===== config.mk =====
export PLATFORM = sky130hd
export DESIGN_NAME = sccpu_trace_buffer
export DESIGN_NICKNAME = d
export VERILOG_FILES = /design/src/rtl/sccpu_dbg_pkg.sv /design/src/rtl/sccpu_trace_ram.sv /design/src/rtl/sccpu_trace_buffer.sv
export SDC_FILE = /design/constraint.sdc
export NUM_CORES = 2
export LEC_CHECK = 0
export BUFFER_PORTS_ARGS = -buffer_cell sky130_fd_sc_hd__buf_2
export CAP_MARGIN = 0
export CELL_PAD_IN_SITES_DETAIL_PLACEMENT = 2
export CELL_PAD_IN_SITES_GLOBAL_PLACEMENT = 2
export CORE_ASPECT_RATIO = 0.8
export CORE_MARGIN = 1.5
export CORE_UTILIZATION = 30
export CTS_BUF_LIST = sky130_fd_sc_hd__clkbuf_8
export DETAILED_ROUTE_END_ITERATION = 10
export PLACE_DENSITY_LB_ADDON = 0.2
export SKIP_LAST_GASP = 1
export SLEW_MARGIN = 15
export SYNTH_ARGS = -nofsm -noshare
export SYNTH_HDL_FRONTEND = slang
export SYNTH_HIERARCHICAL = 1
export SYNTH_MEMORY_MAX_BITS = 65536
export SYNTH_SLANG_ARGS = --single-unit

===== constraint.sdc =====
create_clock -name clock -period 20 [get_ports clock]
set_input_delay 2 -clock clock [delete_from_list [all_inputs] [get_ports clock]]
set_output_delay 2 -clock clock [all_outputs]
set_load 0.01 [all_outputs]

===== src/rtl/sccpu_dbg_pkg.sv =====
// sccpu_dbg_pkg: trace buffer state encoding and trace entry layout
package sccpu_dbg_pkg;
   typedef enum logic [1:0] {IDLE = 2'd0, ARMED = 2'd1, POST = 2'd2, DONE = 2'd3} trace_state_e;
   localparam int WMEM_OFF = 0;
   localparam int WREG_OFF = 1;
   localparam int RFWN_OFF = 2;
   localparam int DATA_OFF = 7;
   function automatic int trace_w(input int addr_w, input int data_w);
      return addr_w + data_w + 7;
   endfunction
endpackage


===== src/rtl/sccpu_trace_ram.sv =====
// sccpu_trace_ram: DEPTH x W trace storage, synchronous write, asynchronous read
module sccpu_trace_ram #(
   parameter int W = 71,
   parameter int DEPTH = 64,
   parameter int PTR_W = $clog2(DEPTH)
) (
   input  logic             clock,
   input  logic             we,
   input  logic [PTR_W-1:0] wa,
   input  logic [W-1:0]     wd,
   input  logic [PTR_W-1:0] ra,
   output logic [W-1:0]     rd
);
   logic [W-1:0] mem_q [DEPTH];
   always_ff @(posedge clock) begin
      if (we) mem_q[wa] <= wd;
   end
   assign rd = mem_q[ra];
endmodule


===== src/rtl/sccpu_trace_buffer.sv =====
// sccpu_trace_buffer: trigger-stopped circular trace of CPU activity, read out oldest-first
module sccpu_trace_buffer
   import sccpu_dbg_pkg::*;
#(
   parameter int ADDR_W = 32,
   parameter int DATA_W = 32,
   parameter int DEPTH = 64,
   parameter int PTR_W = $clog2(DEPTH),
   localparam int TW = trace_w(ADDR_W, DATA_W)
) (
   input  logic              clock,
   input  logic              reset,
   input  logic              cap_en,
   input  logic [ADDR_W-1:0] address,
   input  logic [DATA_W-1:0] data,
   input  logic [4:0]        rf_wn,
   input  logic              cu_wreg,
   input  logic              cu_wmem,
   input  logic              arm,
   input  logic [ADDR_W-1:0] trig_addr,
   input  logic [PTR_W:0]    post_cnt,
   input  logic              rd_ready,
   output logic              rd_valid,
   output logic [TW-1:0]     rd_data,
   output logic              rd_last,
   output logic [1:0]        state,
   output logic [PTR_W:0]    fill_count
);
   localparam logic [PTR_W:0] FULL = (PTR_W+1)'(DEPTH);
   localparam logic [PTR_W:0] MAXP = (PTR_W+1)'(DEPTH - 1);
   localparam logic [PTR_W:0] ONE = (PTR_W+1)'(1);
   trace_state_e state_q, state_d;
   logic [PTR_W-1:0] wr_ptr_q, wr_ptr_d, rd_ptr_q, rd_ptr_d;
   logic [PTR_W:0] fill_q, fill_d, rem_q, rem_d, post_q, post_d, rd_rem_q, rd_rem_d;
   logic [ADDR_W-1:0] trig_q, trig_d;
   logic loaded_q, loaded_d;
   logic cap;
   logic [TW-1:0] ram_rd;
   assign cap = !arm && cap_en && (state_q == ARMED || state_q == POST);
   always_comb begin
      state_d = state_q;
      wr_ptr_d = wr_ptr_q;
      rd_ptr_d = rd_ptr_q;
      fill_d = fill_q;
      rem_d = rem_q;
      post_d = post_q;
      rd_rem_d = rd_rem_q;
      trig_d = trig_q;
      loaded_d = loaded_q;
      if (arm) begin
         state_d = ARMED;
         wr_ptr_d = '0;
         rd_ptr_d = '0;
         fill_d = '0;
         rem_d = '0;
         rd_rem_d = '0;
         loaded_d = 1'b0;
         trig_d = trig_addr;
         post_d = post_cnt > MAXP ? MAXP : post_cnt;
      end else if (cap) begin
         wr_ptr_d = wr_ptr_q + PTR_W'(1);
         fill_d = fill_q == FULL ? fill_q : fill_q + ONE;
         if (state_q == POST) begin
            rem_d = rem_q - ONE;
            state_d = rem_q == ONE ? DONE : POST;
         end else if (address == trig_q) begin
            state_d = post_q == '0 ? DONE : POST;
            rem_d = post_q;
         end
      end else if (state_q == DONE && !loaded_q) begin
         // oldest entry sits fill_count slots behind the write pointer
         loaded_d = 1'b1;
         rd_ptr_d = wr_ptr_q - fill_q[PTR_W-1:0];
         rd_rem_d = fill_q;
      end else if (rd_valid && rd_ready) begin
         rd_ptr_d = rd_ptr_q + PTR_W'(1);
         rd_rem_d = rd_rem_q - ONE;
      end
   end
   always_ff @(posedge clock) begin
      if (reset) begin
         state_q <= IDLE;
         wr_ptr_q <= '0;
         rd_ptr_q <= '0;
         fill_q <= '0;
         rem_q <= '0;
         post_q <= '0;
         rd_rem_q <= '0;
         trig_q <= '0;
         loaded_q <= 1'b0;
      end else begin
         state_q <= state_d;
         wr_ptr_q <= wr_ptr_d;
         rd_ptr_q <= rd_ptr_d;
         fill_q <= fill_d;
         rem_q <= rem_d;
         post_q <= post_d;
         rd_rem_q <= rd_rem_d;
         trig_q <= trig_d;
         loaded_q <= loaded_d;
      end
   end
   sccpu_trace_ram #(.W(TW), .DEPTH(DEPTH), .PTR_W(PTR_W)) u_ram (
      .clock(clock),
      .we(cap),
      .wa(wr_ptr_q),
      .wd({address, data, rf_wn, cu_wreg, cu_wmem}),
      .ra(rd_ptr_q),
      .rd(ram_rd)
   );
   assign rd_valid = rd_rem_q != '0;
   assign rd_last = rd_rem_q == ONE;
   assign rd_data = rd_valid ? ram_rd : '0;
   assign state = state_q;
   assign fill_count = fill_q;
endmodule


# [Word-level counts from Yosys, hierarchy flattened]
# Memory sizes are Yosys's and may differ from the RTL's. A register that Yosys moved wholly into a read port is not among the register bits.
# Cells that the tools add are included.
[word_totals] regBits=75 ram_bits=4544 out_inout_bits=82 mem_count=1
[memory_table] name="u_ram.mem_q" depth=64 word_bits=71 rd=1 rd_clocked_by_memory_dff=1 write_ports=1 line="sccpu_trace_ram.sv:14" source="logic [W-1:0] mem_q [DEPTH];"
[op_classes] addsub=6 n_lt_le_gt_ge=1 n_eq_ne=7 n_mux=18 bitwise_logic=2 reduce_logical=19
[ops] op="$mux W71" n=1
[ops] op="$mux W7" n=5
[ops] op="$eq A32 B32 Y1" n=1
[ops] op="$mux W6" n=4
[ops] op="$eq A7 B1 Y1 const B" n=2
[ops] op="$sub A7 B1 Y7 const B" n=2
[ops] op="$add A6 B1 Y6 const B" n=2
[ops] op="$reduce_and A2 Y1" n=5
[ops] op="$add A7 B1 Y7 const B" n=1
[ops] op="$eq A7 B7 Y1 const B" n=1
[ops] op="$gt A7 B6 Y1 const B" n=1
[ops] op="$logic_not A7 Y1" n=1
[ops] op="$reduce_bool A7 Y1" n=1
[ops] op="$mux W1" n=6
[ops] op="$reduce_bool A2 Y1" n=3
[ops] op="$sub A6 B6 Y6" n=1
[ops] op="$eq A2 B2 Y1 const B" n=2
[ops] op="$logic_and A1 B1 Y1" n=4
[ops] op="$mux W2" n=2
[ops] op="$reduce_bool A3 Y1" n=1
[ops] op="$eq A2 B1 Y1 const B" n=1
[ops] op="$logic_not A1 Y1" n=2
[ops] op="$not A1 Y1" n=2
[ops] op="$reduce_or A2 Y1" n=1
[ops] op="$logic_or A1 B1 Y1" n=1

# [Depth between registers and ports, before layout]
[depth] word_depth=7 depth_mapped=9 ltp_nobuf=9

# [Modules after synthesis]
# The synthesis kept the hierarchy.
[modules_own_cells] mod="sccpu_trace_ram" n_inst=1 cells_per_inst=7136 area_each_um2=171350.6
[modules_own_cells] mod="sccpu_trace_buffer" n_inst=1 cells_per_inst=537 area_each_um2=4418.0

# [Worst setup path after synthesis]
# No wires, ideal clock.
[synth_path] kind="input to register" from="input port arm" to="memory u_ram.mem_q[48][0] (enable)" setup_time_ps=587 arrival_ps=8002 required_ps=19413 path_slack_ps=11411 path_stages=7 cell_sequence="buf_6 or3b_1 buf_2 inv_1 buf_2 nand4b_1 nor3_1"
[synth_between] elab_chain_cells=5
[synth_rtl] element="from (decl)" line="sccpu_trace_buffer.sv:19" source="input logic arm,"
[synth_rtl] element="$logic_not A1 Y1" line="sccpu_trace_buffer.sv:39" source="assign cap = !arm && cap_en && (state_q == ARMED || state_q == POST);"
[synth_rtl] element="$logic_and A1 B1 Y1 (2 in a row)" line="sccpu_trace_buffer.sv:39"
[synth_rtl] element="named net cap" line="sccpu_trace_buffer.sv:37" source="logic cap;"
[synth_rtl] element="$mux W1" line="sccpu_trace_ram.sv:16" source="if (we) mem_q[wa] <= wd;"
[synth_rtl] element="$mux W1 (not written as such)" line="sccpu_trace_ram.sv:16"
[synth_rtl] element="to (decl)" line="sccpu_trace_ram.sv:14"
# The timed path passes the listed nets, and every way through them passes these cells.

==> results.py <==
metrics = {
    "status": {
        "status": "finished with violations",
        "violations": "DRC",
    },
    "power": {
        "finalPower_mw": 19.9,
        "comb_power_share": 0.084,
        "switching_share": 0.247,
        "irDropWorstVdd_mv": 0.0681,
        "power_frac_clock": 0.380,
        "p_int_mw": 15.0,
        "pwr-share-seq": 0.536,
        "leakage_nw": 60.5,
        "power.switching_mw": 4.92,
        "p_per_area_nw_per_um2": 99.1,
    },
    "detailed_routing": {
        "ant_nets": 0,
        "num_vias": 91300,
        "wire_per_inst_microns": 37.9,
        "drtIter0Drc": 11000,
        "post_drt_via_cell_ratio": 5.44,
        "drt-total-wl_microns": 637000,
        "firstDrtPassIters": 11,
        "drc": 21,
    },
    "die": {
        "die_width_microns": 859,
        "start_util": 0.301,
        "die_area_sq_um": 591000,
        "core_sq_um": 584000,
        "boundaryPins": 197,
        "die-height_microns": 688,
        "rows": 251,
    },
    "setup_path": {
        "crit_type": "flip-flop to output pin",
        "r2r_end": "u_ram/mem_q[46][17]",
        "crit_chain": "buf_4 > buf_4 > buf_4 > buf_4 > buf_4 > mux4_2 > mux2i_1 > o22ai_1 > o211a_1 > and2_1 > buf_2",
        "cp.arrival_ps": 7570,
        "crit_family": "buffers and inverters",
        "crit_top_cell": "buf_4",
        "reg2reg_setup_slack_ps": 13910,
        "end_kind": "output pin",
        "reg2reg_depth": 10,
        "slowest_delay_ps": 820,
        "start_kind": "flip-flop",
        "crit_slowest_cell": "dfxtp_4",
        "critPathRequiredTime_ps": 18000,
        "r2r-start": "state[0]",
        "cp_num_buf_inv": 6,
        "path_max_fanout": 38,
    },
    "sta": {
        "grt_setup_unrepaired": "no",
        "fin_crit_sh": 0.478,
        "worst_pin_slew_ps": 1280,
        "whs_ps": 501,
        "min_period_ps": 9570,
        "drv_slew": 0,
        "skew_ps": 69.5,
        "hold_viol_final": 0,
        "tns_ps": 0,
        "fmax_ghz": 0.105,
        "setup_slack_ps": 10430,
        "max_slew_margin": 0.149,
        "setup_viol": 0,
    },
    "global_route": {
        "grt_pass1_wl_microns": 856000,
        "grt_antenna_before_repair": 81,
        "grt_max_degree": 107,
        "overflow": 0,
        "grt_pass1_vias": 96300,
        "track_usage": 0.211,
    },
    "run": {
        "maxCapViolations": 0,
    },
    "synth": {
        "synthMuxAreaShare": 0.154,
        "synth_area_sq_um": 176000,
        "synth_most_common_cell": "edfxtp_1",
        "synth_top_family_by_area": "multiplexers",
        "syn_avg_cell_area_sq_um": 22.9,
        "synth_compound_area_frac": 0.0297,
        "ys_top_cells_by_area": "edfxtp_1 78%, mux4_2 15%, a22oi_1 1.2%, dfxtp_1 0.85%, mux2i_1 0.83%",
        "synth_top_flop_cell": "edfxtp_1",
        "synth-edff-count": 4544,
        "synth_fa_ha_area_frac": 0.00125,
        "synth.net_count": 7805,
        "yosysTopAreaCell": "edfxtp_1",
        "ys_seq_elements": 4619,
        "ys_types": 59,
        "synthCells": 7673,
        "yosysTopAreaCellShare": 0.776,
        "synthSimpleGateAreaFrac": 0.0157,
        "yosys.area_share.xor_xnor": 0.00229,
        "synth_commonest_cells": "4544 x edfxtp_1, 1136 x mux4_2, 287 x a22oi_1",
        "yosys_warnings": 6,
        "seq_area_frac_synth": 0.785,
        "async_flop_share": 0,
    },
    "min_path": {
        "hold_end": "loaded_q",
        "hp-start": "loaded_q",
        "hp-class": "flip-flop to flip-flop",
        "hold_depth": 2,
    },
    "place": {
        "port_buffers": 196,
        "dp_hpwl_microns": 355000,
        "place_inst": 15500,
        "place_area_sq_um": 187000,
        "place_ws_ps": 11560,
        "place.gp.congestion": 0.745,
    },
    "clocking": {
        "clk_pin_slew_ps": 60,
        "clk_path_buf_depth": 4,
        "cts_tree": "built",
        "cts_buffers": 748,
        "insertion_delay_ps": 1300,
        "cts-resized-gates": 0,
        "hold_buffers": 0,
        "cts.sinks": 4619,
        "postCtsSetupRepairBufs": 0,
        "htree_levels": 6,
        "cts_root_buffer": "clkbuf_8",
    },
    "layout": {
        "stdcell_count": 16800,
        "drive_above_1_share": 0.288,
        "nFillCells": 55800,
        "final_core_util": 0.344,
        "syn_to_final_growth_pct": 14.2,
        "fin_area_sq_um": 201000,
        "fin_nets": 8620,
    },
}
==> layout by cell type, fill, tap and decap left out, drive strengths merged, types with 146 or more instances in the layout <==
cell type / n
edfxtp: 4544
clkinv: 220
mux4: 1136
clkbuf: 766
a22oi: 287
mux2i: 146
buf: 510
o22ai: 151
nor2: 183
inv: 312
==> power by group through the flow <==
| stage | combinational, mW | clock (mW) | sequential [mW] |
|---|---|---|---|
| 2_1_floorplan | 1.04 | 0 | 10.8 |
| 3_3_place_gp | 1.70 | 0 | 10.9 |
| 3_5_place_dp | 1.74 | 0 | 10.9 |
| 4_1_cts | 1.74 | 7.78 | 10.7 |
| 5_1_grt | 1.81 | 8.17 | 10.7 |
| 6_report | 1.67 | 7.57 | 10.7 |
==> logic make-up after synthesis <==
group / Yosys count
AO/OA/AOI/OAI: 699
XOR/XNOR: 46
adder cells (fa/ha/maj): 17
buffers and inverters: 462
flip-flops: 4619
multiplexers: 1283
AND/OR/NAND/NOR: 547
==> state kept, by name, indices dropped and copies added, names as in the netlist <==
signal and count:
fill_count 7, loaded_q 1, post_q 7, rd_ptr_q 6, rd_rem_q 7, rem_q 7
state 2, trig_q 32, u_ram/mem_q 4544, wr_ptr_q 6
==> how the worst max path moves through the flow <==
stage | from | endpoint | slack [ps] | cells after the start
2_1_floorplan | arm | u_ram/mem_q[48][0] | 11410 | 7
3_3_place_gp | rd_ptr_q[0] | rd_data[16] | 11630 | 11
3_5_place_dp | rd_ptr_q[0] | rd_data[12] | 11560 | 11
4_1_cts | rd_ptr_q[0] | rd_data[12] | 10090 | 11
5_1_grt | rd_ptr_q[0] | rd_data[12] | 9820 | 11
6_report | rd_ptr_q[0] | rd_data[12] | 10430 | 11
==> layer usage <==
metal  GRT usage  part of all wire
met1       0.306              0.44
met3      0.0325             0.067
met5           0           0.00015
met2       0.335              0.47
met4      0.0491             0.023
==> worst register-to-register path: stages, from the launching register on <==
cell     delay [ps]
dfxtp_1         390
inv_1            60
ha_1            320
or3b_1          670
inv_1           390
buf_4           290
nor2b_1         330
nand3_1         600
nor2_4          710
buf_4           950
buf_4           930
==> final cells by class <==
cell class,count,area (sq um),area share
clock inverter,545,2570,0.0128
antenna,23,57.6,0.000287
timing repair buffer,510,3560,0.0178
multi-input combinational,2592,36300,0.181
tap,7716,9650,0.0481
sequential,4619,138000,0.687
inverter,17,63.8,0.000318
clock buffer,766,10500,0.0525
Note: power is estimated with default switching activity, not from simulation.
